[src/rtl/bit_link_pkg.sv]
// Shared types and defaults for the bit-clock link.
package bit_link_pkg;

  typedef enum logic [1:0] {
    IDLE     = 2'd0,
    PREAMBLE = 2'd1,
    DATA     = 2'd2
  } tx_state_t;

  localparam int DEFAULT_DATA_W        = 8;
  localparam int DEFAULT_CNT_W         = 16;
  localparam int DEFAULT_PREAMBLE_BITS = 16;
  localparam int MIN_BIT_PERIOD        = 1;

  // Bit-index width able to count through the longer of preamble and data.
  function automatic int idx_width(input int a, input int b);
    return (a > b) ? $clog2(a) : $clog2(b);
  endfunction

endpackage

[src/rtl/bit_stream_tx_if.sv]
// Byte handshake into the serial transmitter.
interface bit_stream_tx_if import bit_link_pkg::*; #(
  parameter int DATA_W = DEFAULT_DATA_W
) ();

  logic [DATA_W-1:0] tx_data;
  logic              tx_valid;
  logic              tx_ready;

  modport master (output tx_data, output tx_valid, input tx_ready);
  modport slave  (input tx_data, input tx_valid, output tx_ready);

endinterface

[src/rtl/bit_timer.sv]
// Per-bit cycle timer: counts 0..period and wraps, idles at 0 when disabled.
module bit_timer import bit_link_pkg::*; #(
  parameter int CNT_W = DEFAULT_CNT_W
) (
  input  logic             clk_200M,
  input  logic             rst,
  input  logic [CNT_W-1:0] period,
  input  logic             enable,
  output logic             bit_start,
  output logic             bit_end,
  output logic             first_half
);

  logic [CNT_W-1:0] cnt;

  always_ff @(posedge clk_200M or posedge rst) begin
    if (rst) begin
      cnt <= '0;
    end else if (!enable || cnt == period) begin
      cnt <= '0;
    end else begin
      cnt <= cnt + CNT_W'(1);
    end
  end

  assign bit_start  = enable && (cnt == '0);
  assign bit_end    = enable && (cnt == period);
  assign first_half = enable && (cnt <= (period >> 1));

endmodule

[src/rtl/bit_stream_tx.sv]
// NRZ frame transmitter: alternating preamble then MSB-first bytes, one-byte
// holding register, programmable bit period latched at frame start.
module bit_stream_tx import bit_link_pkg::*; #(
  parameter int DATA_W        = DEFAULT_DATA_W,
  parameter int CNT_W         = DEFAULT_CNT_W,
  parameter int PREAMBLE_BITS = DEFAULT_PREAMBLE_BITS
) (
  input  logic             clk_200M,
  input  logic             rst,
  input  logic [CNT_W-1:0] bit_period,
  bit_stream_tx_if.slave   tx,
  output logic             signal,
  output logic             tx_clk,
  output logic             bit_strobe,
  output logic             busy
);

  localparam int IDX_W = idx_width(PREAMBLE_BITS, DATA_W);
  localparam logic [IDX_W-1:0] PRE_LAST  = IDX_W'(PREAMBLE_BITS - 1);
  localparam logic [IDX_W-1:0] DATA_LAST = IDX_W'(DATA_W - 1);
  localparam logic [CNT_W-1:0] P_MIN     = CNT_W'(MIN_BIT_PERIOD);

  tx_state_t         state, state_nxt;
  logic [IDX_W-1:0]  idx, idx_nxt;
  logic              hold_full;
  logic [DATA_W-1:0] hold_data;
  logic [DATA_W-1:0] shift;
  logic [CNT_W-1:0]  p_lat;

  logic load, shift_en, latch_p, line_nxt, busy_nxt;
  logic bit_start, bit_end, first_half;

  assign tx.tx_ready = ~hold_full;

  bit_timer #(.CNT_W(CNT_W)) u_timer (
    .clk_200M   (clk_200M),
    .rst        (rst),
    .period     (p_lat),
    .enable     (state != IDLE),
    .bit_start  (bit_start),
    .bit_end    (bit_end),
    .first_half (first_half)
  );

  // state    | meaning
  // IDLE     | line low, waiting for a held byte to start a frame
  // PREAMBLE | sending 1,0,1,0... for PREAMBLE_BITS bits
  // DATA     | shifting out bytes MSB first, chaining while hold is refilled
  always_ff @(posedge clk_200M or posedge rst) begin
    if (rst) begin
      state <= IDLE;
      idx   <= '0;
    end else begin
      state <= state_nxt;
      idx   <= idx_nxt;
    end
  end

  always_comb begin
    state_nxt = state;
    idx_nxt   = idx;
    load      = 1'b0;
    shift_en  = 1'b0;
    latch_p   = 1'b0;
    line_nxt  = 1'b0;
    busy_nxt  = 1'b0;
    case (state)
      IDLE: begin
        if (hold_full) begin
          latch_p   = 1'b1;
          state_nxt = PREAMBLE;
          idx_nxt   = '0;
        end
      end
      PREAMBLE: begin
        line_nxt = ~idx[0];
        busy_nxt = 1'b1;
        if (bit_end) begin
          if (idx == PRE_LAST) begin
            load      = 1'b1;
            state_nxt = DATA;
            idx_nxt   = '0;
          end else begin
            idx_nxt = idx + IDX_W'(1);
          end
        end
      end
      DATA: begin
        line_nxt = shift[DATA_W-1];
        busy_nxt = 1'b1;
        if (bit_end) begin
          if (idx == DATA_LAST) begin
            idx_nxt = '0;
            if (hold_full) begin
              load = 1'b1;
            end else begin
              state_nxt = IDLE;
            end
          end else begin
            shift_en = 1'b1;
            idx_nxt  = idx + IDX_W'(1);
          end
        end
      end
      default: begin
        state_nxt = IDLE;
        idx_nxt   = '0;
      end
    endcase
  end

  // Accept only while empty, load only while full: the two never collide.
  always_ff @(posedge clk_200M or posedge rst) begin
    if (rst) begin
      hold_full <= 1'b0;
      hold_data <= '0;
    end else if (load) begin
      hold_full <= 1'b0;
    end else if (tx.tx_valid && !hold_full) begin
      hold_full <= 1'b1;
      hold_data <= tx.tx_data;
    end
  end

  always_ff @(posedge clk_200M or posedge rst) begin
    if (rst) begin
      shift <= '0;
    end else if (load) begin
      shift <= hold_data;
    end else if (shift_en) begin
      shift <= shift << 1;
    end
  end

  always_ff @(posedge clk_200M or posedge rst) begin
    if (rst) begin
      p_lat <= P_MIN;
    end else if (latch_p) begin
      p_lat <= (bit_period < P_MIN) ? P_MIN : bit_period;
    end
  end

  // Output stage keeps line edges, strobe and tx_clk rise on the same edge.
  always_ff @(posedge clk_200M or posedge rst) begin
    if (rst) begin
      signal     <= 1'b0;
      tx_clk     <= 1'b0;
      bit_strobe <= 1'b0;
      busy       <= 1'b0;
    end else begin
      signal     <= line_nxt;
      tx_clk     <= first_half;
      bit_strobe <= bit_start;
      busy       <= busy_nxt;
    end
  end

endmodule

[src/flat_wrapper.sv]
// flat-port wrapper written by rule: the top's interface ports become plain ports
module bit_stream_tx_flat import bit_link_pkg::*;
#(
  parameter int DATA_W        = DEFAULT_DATA_W,
  parameter int CNT_W         = DEFAULT_CNT_W,
  parameter int PREAMBLE_BITS = DEFAULT_PREAMBLE_BITS
)
  (clk_200M, rst, bit_period, signal, tx_clk, bit_strobe, busy, tx_tx_data, tx_tx_valid, tx_tx_ready);
  bit_stream_tx_if #(.DATA_W(DATA_W)) tx_i ();
  input  logic clk_200M;
  input  logic rst;
  input  logic [CNT_W-1:0] bit_period;
  output logic signal;
  output logic tx_clk;
  output logic bit_strobe;
  output logic busy;
  input wire logic [$bits(tx_i.tx_data)-1:0] tx_tx_data;
  input wire logic [$bits(tx_i.tx_valid)-1:0] tx_tx_valid;
  output wire logic [$bits(tx_i.tx_ready)-1:0] tx_tx_ready;
  assign tx_i.tx_data = tx_tx_data;
  assign tx_i.tx_valid = tx_tx_valid;
  assign tx_tx_ready = tx_i.tx_ready;
  bit_stream_tx #(.DATA_W(DATA_W), .CNT_W(CNT_W), .PREAMBLE_BITS(PREAMBLE_BITS)) u_core (.clk_200M(clk_200M), .rst(rst), .bit_period(bit_period), .tx(tx_i), .signal(signal), .tx_clk(tx_clk), .bit_strobe(bit_strobe), .busy(busy));
endmodule
[config.mk]
export PLATFORM = sky130hd
export DESIGN_NAME = bit_stream_tx_flat
export DESIGN_NICKNAME = d
export VERILOG_FILES = /design/src/rtl/bit_link_pkg.sv /design/src/rtl/bit_stream_tx_if.sv /design/src/rtl/bit_timer.sv /design/src/rtl/bit_stream_tx.sv /design/src/flat_wrapper.sv
export SDC_FILE = /design/constraint.sdc
export NUM_CORES = 1
export LEC_CHECK = 0
export BUFFER_PORTS_ARGS = -buffer_cell sky130_fd_sc_hd__buf_2
export CAP_MARGIN = 25
export CORE_MARGIN = 1
export CORE_UTILIZATION = 45
export DETAILED_ROUTE_END_ITERATION = 7
export PLACE_DENSITY = 0.68
export SLEW_MARGIN = 40
export SYNTH_ARGS = -nofsm -noshare
export SYNTH_HDL_FRONTEND = slang
export SYNTH_HIERARCHICAL = 1
export SYNTH_SLANG_ARGS = --single-unit
[constraint.sdc]
create_clock -name clk_200M -period 2.25 [get_ports clk_200M]
set_input_delay 0.225 -clock clk_200M [delete_from_list [all_inputs] [get_ports clk_200M]]
set_output_delay 0.225 -clock clk_200M [all_outputs]
set_load 0.02 [all_outputs]
Word-level counts from Yosys, hierarchy flattened
Cells that the tools add are included.
Word-level totals
  flip-flop bits (word level): 59
  logic and storage cells: 76
Cells by class
  $add $sub $neg: 2
  $lt $le $gt $ge: 2
  eq/ne operators: 11
  multiplexer cells: 31
  bitwise gates (word level): 3
  reductions and logical operators: 16
Operators by type and width (number)
  2-to-1 mux 16 bit: 2
  2-to-1 mux 4 bit: 5
  adder 16 x 1 -> 16 bit, second input constant: 1
  == test 16 bit: 1
  less-or-equal comparator 16 x 15 -> 1 bit: 1
  zero test 16 bit: 1
  < comparator 16 x 1 -> 1 bit, second input constant: 1
  2-to-1 mux 8 bit: 2
  2-to-1 mux 1 bit: 12
  2-to-1 mux 2 bit: 6
  one-hot mux 4 bit (3 select lines): 1
  inequality test 2 x 1 -> 1 bit, second input constant: 5
  one-hot mux 2 bit (3 select lines): 1
  AND reduction 6 bit: 1
  nonzero test 2 bit: 3
  adder 4 x 1 -> 4 bit, second input constant: 1
  == test 4 x 3 -> 1 bit, second input constant: 1
  == test 4 bit, second input constant: 1
  logical AND 1 bit: 4
  one-hot mux 1 bit (2 select lines): 2
  NOT 1 bit: 3
  AND reduction 3 bit: 1
  == test 2 x 1 -> 1 bit, second input constant: 1
  == test 2 bit, second input constant: 1
  6 further kinds: 7

Logic depth before layout (Yosys ltp)
  depth in word-level cells: 6
  mapped depth: 10

By module
The synthesis kept the hierarchy.
Modules (own cells, without submodules)
  bit_stream_tx: times used 1, cells an instance 154, area an instance 1918.1 um2, seq. area each 1077.3 um2
  bit_timer: times used 1, cells an instance 164, area an instance 1473.9 um2, seq. area each 400.4 um2

Least setup slack after synthesis
No wires, ideal clock.
  path type: reg-to-reg
  start: reg u_core.u_timer.cnt[9]
  end: reg u_core.hold_data[0]
  library setup time: 0.125 ns
  data arrival time: 1.973 ns
  slack: 0.152 ns
  stages on the path, launching flop included: 9
  path buffers: 1
  period minus slack after synthesis: 2.098 ns
  path through: dfrtp_1 buf_6 xnor2_1 nand4_1 nor2_1 and3_1 nand4_1 o211ai_4 mux2_2
On the way
  longest elaborated chain between the ends: 6
RTL lines
  start: declaration: RTL line bit_timer.sv:14  | logic [CNT_W-1:0] cnt;
  start signal: assignment: RTL line bit_timer.sv:22  | cnt <= cnt + CNT_W'(1);
  == test 16 bit (*): RTL line bit_timer.sv:27  | assign bit_end = enable && (cnt == period);
  logical AND 1 bit (*): RTL line bit_timer.sv:27
  via u_core.bit_end: RTL line bit_stream_tx.sv:31  | logic bit_start, bit_end, first_half;
  2-to-1 mux 1 bit (on tied branches): RTL line bit_stream_tx.sv:91, bit_stream_tx.sv:78
  one-hot mux 1 bit (2 select lines) (*): RTL line bit_stream_tx.sv:67  | case (state)
  NOT 1 bit (no line) (*)
  AND reduction 2 bit (no line) (*)
  end signal: assignment: RTL line bit_stream_tx.sv:121  | hold_data <= tx.tx_data;
  end: declaration: RTL line bit_stream_tx.sv:26  | logic [DATA_W-1:0] hold_data;
Mark *: on every way through the listed nets, which the timed path passes. The rest lies on a longest branch.
A chain may end at the register's enable or synchronous reset.

Worst setup path after layout
  start: reg u_core.p_lat[0]
  end: reg u_core.hold_data[7]
On the way
  longest elaborated chain between the ends: 6
RTL lines
  start: declaration: RTL line bit_stream_tx.sv:28  | logic [CNT_W-1:0] p_lat;
  start signal: assignment: RTL line bit_stream_tx.sv:139  | p_lat <= (bit_period < P_MIN) ? P_MIN : bit_period;
  == test 16 bit (*): RTL line bit_timer.sv:27
  logical AND 1 bit (*): RTL line bit_timer.sv:27
  via u_core.bit_end: RTL line bit_stream_tx.sv:31
  2-to-1 mux 1 bit (on tied branches): RTL line bit_stream_tx.sv:91, bit_stream_tx.sv:78
  one-hot mux 1 bit (2 select lines) (*): RTL line bit_stream_tx.sv:67
  NOT 1 bit (no line) (*)
  AND reduction 2 bit (no line) (*)
Marked as above.

==> metrics.md <==
| Metric | Value |
|---|---|
| Outcome | completed |
| Met3 Usage GRT | 4.48% |
| Iteration-0 DRC Markers | 85 |
| R2R setup slack | 0.05 ns |
| Drt total wl | 7350 um |
| Post-Syn Area | 3390 um2 |
| Setup ws final | 0.0495 ns |
| Most frequent cell after synthesis | dfrtp_1 |
| Slew Viols, Final | 0 |
| Avg Synthesized Cell Area | 10.7 um2 |
| Routed len/inst | 15.2 um |
| RePlAce Congestion | 0.872 |
| RSZ-0062 raised after global routing | true |
| Fin. Hold Viols | 0 |
| First-pass GRT wire length | 12200 um |
| Skew-Pair Late Insertion Delay | 0.35 ns |
| Worst-path clk slew | 0.07 ns |
| Post-route minimum period | 2.20 ns |
| Switching Share | 36.5% |
| Num CTS Buffers | 9 |
| Clock Tree Root | clkbuf_8 |
| Final Cell Area | 4030 um2 |
| Slew @ Worst Pin | 0.718 ns |
| Ys flop type | dfrtp_1 |
| Post-synthesis sequential area ratio | 43.6% |
| Logic pwr share | 37.4% |
| Distinct cells, synth | 53 |
| Core Region | 7250 um2 |
| Vias per cell | 5.26 |
| Layout net count | 427 |
| Synth warn | 6 |
| Hold Crit Depth | 2 |
| R2R Path End | u_core/hold_data[7]$_DFFE_PP0P_ |
| Placement Cell Area | 3790 um2 |
| Critical path capture point type | flip-flop |
| Commonest cells post-synth | 58 x dfrtp_1, 25 x inv_1, 23 x mux2_2, 23 x nand2_1 |
| FF-to-FF path depth | 7 |
| Post-synth EDFFs | 0 |
| # port buffers | 31 |
| Largest fanout on the critical path | 8 |
| Element type at the critical path start | flip-flop |
| P_leak | 1.91 nW |
| Grt ovf | 0 |
| Post-synth top area cell | dfrtp_1 |
| ANT cells | 0 |
| Placement Setup Slack | 0.0803 ns |
| Synth area leaders | dfrtp_1 43%, ha_1 7.7%, mux2_2 7.6% |
| Area Overhead vs Synth | 18.7% |
| Relative slew margins | 52.0% |
| Synth Instances | 318 |
| Worst Path Arrival | 2.44 ns |
| Hold Slack | 0.0999 ns |
| Worst Hold Endpoint | u_core/hold_data[4]$_DFFE_PP0P_ |
| Initial Utilization | 46.8% |
| Hold Crit Class | primary input to flip-flop |
| Int Power | 0.00253 W |
| Placed cells | 465 |
| Max Freq | 454 MHz |
| Clock Skews | 0.00747 ns |
| Pin count of the biggest net entering global routing | 32 |
| WP data required | 2.49 ns |
| GRT met2 Usage | 33.1% |
| GR Util met1 | 28.9% |
| Max-cap violations | 0 |
| PD cells | 991 nW/um2 |
| Detailed placement HPWL | 5620 um |
| DIE WIDTH | 88.8 um |
| Min-delay src | tx_tx_data[4] |
| Clock sinks | 59 |
| Die Y | 88.8 um |
| Busiest layer in global routing | met2 |
| Reg power frac | 37.9% |
| Max IR drop VDD | 0.000411 V |
| H-tree Lvls | 3 |
| Vias | 2542 |
| Psw | 0.00146 W |
| Tot GR Track Use | 21.2% |
| DRC | 0 |
| Tcrit/Tclk final | 97.8% |
| Setup CP Type | flip-flop to flip-flop |
| Drt pass-1 iters | 4 |
| Clock network power share | 24.7% |
| Vias in the first global route | 2481 |
| Share of the synthesized area in the top cell type | 42.8% |
| Layout filler cell count | 642 |
| CTS tree | built |
| Flops & latches, synth | 59 |
| Syn nets | 366 |
| Total Power | 0.00399 W |
| ANT nets after route | 0 |
| Die ar. | 7890 um2 |
| # IOs | 32 |
| # rows | 31 |
| Finished Layout Cells | 483 |
| Layout cell share with drive strength beyond 1 | 29.9% |
| Worst R2R Start | u_core/p_lat[0]$_DFFE_PP1P_ |
| CTS Buffer Depth | 2 |
| Setup violators final | 0 |
| Initial antenna violation count | 0 |
| FFs w/ async S/R, synth | 100% |
## layout make-up
cell class / count / area [um2] / share of cell area [%]
multi-input cells: 224 / 1750 / 43.5
inverters: 25 / 95.1 / 2.36
clock inverters: 7 / 77.6 / 1.93
flip-flops and latches: 59 / 1480 / 36.7
well taps: 99 / 124 / 3.08
clock buffers: 9 / 124 / 3.08
repair buffers: 60 / 375 / 9.32
## per-layer routing
layer  vias up  part of all wire, %
li1       1250                    -
met1      1223                   49
met2        59                   46
met3        10                  3.5
met4         0                  1.7
met5         -                    0
## cell usage in the layout, fill, tap and decap left out, types with 10 or more instances in the layout
master   instances
dfrtp_1         57
buf_2           31
buf_4           28
inv_1           24
nand2_1         23
mux2_2          22
nor2_1          21
ha_1            21
xnor2_1         18
o21ai_0         14
a21oi_1         12
nand4_1         10
## kinds of logic (layout without fill, tap and decap cells)
logic type,Yosys count,after routing,synth area share [%]
DFF,59,59,43.6
xor gates and xnor gates,27,27,7.19
and+or+nand+nor,97,97,16.5
muxes,31,31,10.0
buffers and inverters,35,101,5.31
AOI/OAI and AO/OA,48,48,9.70
adders and majority gates,21,21,7.75
## sequential cells by signal, indices dropped and copies added, names as in the netlist
name	flops
u_core/signal	1
u_core/p_lat	16
u_core/hold_full	1
u_core/u_timer/cnt	16
u_core/busy	1
u_core/bit_strobe	1
u_core/state	2
u_core/idx	4
u_core/hold_data	8
u_core/tx_clk	1
u_core/shift	8
## critical path: stages, from the launching register on
cell and delay [ns]:
dfstp_2 0.54, xnor2_1 0.11, nand4_1 0.13, nor2_1 0.11, and3_1 0.20, nand4_1 0.21
o211ai_4 0.40, mux2_2 0.39
## power by group through the flow
stage / clock [W] / combinational, W / sequential, W
after floorplan: 0 / 0.000990 / 0.00153
after global placement: 0 / 0.00143 / 0.00151
after detailed placement: 0 / 0.00146 / 0.00153
after CTS: 0.00101 / 0.00148 / 0.00151
after global routing: 0.00105 / 0.00165 / 0.00154
final: 0.000987 / 0.00149 / 0.00151
## stage by stage
step | utilization [%] | TNS (ns)
floorplan | - | 0
global placement | 52.2 | 0
detailed placement | 52.2 | 0
CTS | 55.1 | 0
global route | 55.5 | -0.127
finish | 55.5 | 0
## how the worst max path moves through the flow
stage	start	end	slack, ns	cells after the start
floorplan	u_core/u_timer/cnt[9]$_DFF_PP0_	u_core/hold_data[0]$_DFFE_PP0P_	0.15	8
CTS	u_core/u_timer/cnt[14]$_DFF_PP0_	u_core/hold_data[2]$_DFFE_PP0P_	0.06	7
global placement	u_core/u_timer/cnt[14]$_DFF_PP0_	u_core/hold_data[3]$_DFFE_PP0P_	0.13	7
global route	u_core/p_lat[0]$_DFFE_PP1P_	u_core/hold_data[1]$_DFFE_PP0P_	-0.03	7
detailed placement	u_core/u_timer/cnt[14]$_DFF_PP0_	u_core/hold_data[7]$_DFFE_PP0P_	0.08	7
finish	u_core/p_lat[0]$_DFFE_PP1P_	u_core/hold_data[7]$_DFFE_PP0P_	0.05	7
## repair_timing
item | CTS | global route
hold buffers | 1 | 0
endpoints found under the setup margin | 0 | 8
hold endpoints to repair | 44 | 0
resized for setup | 0 | 4
setup buffers | 0 | 1
Power figures use the tool's default switching activity.
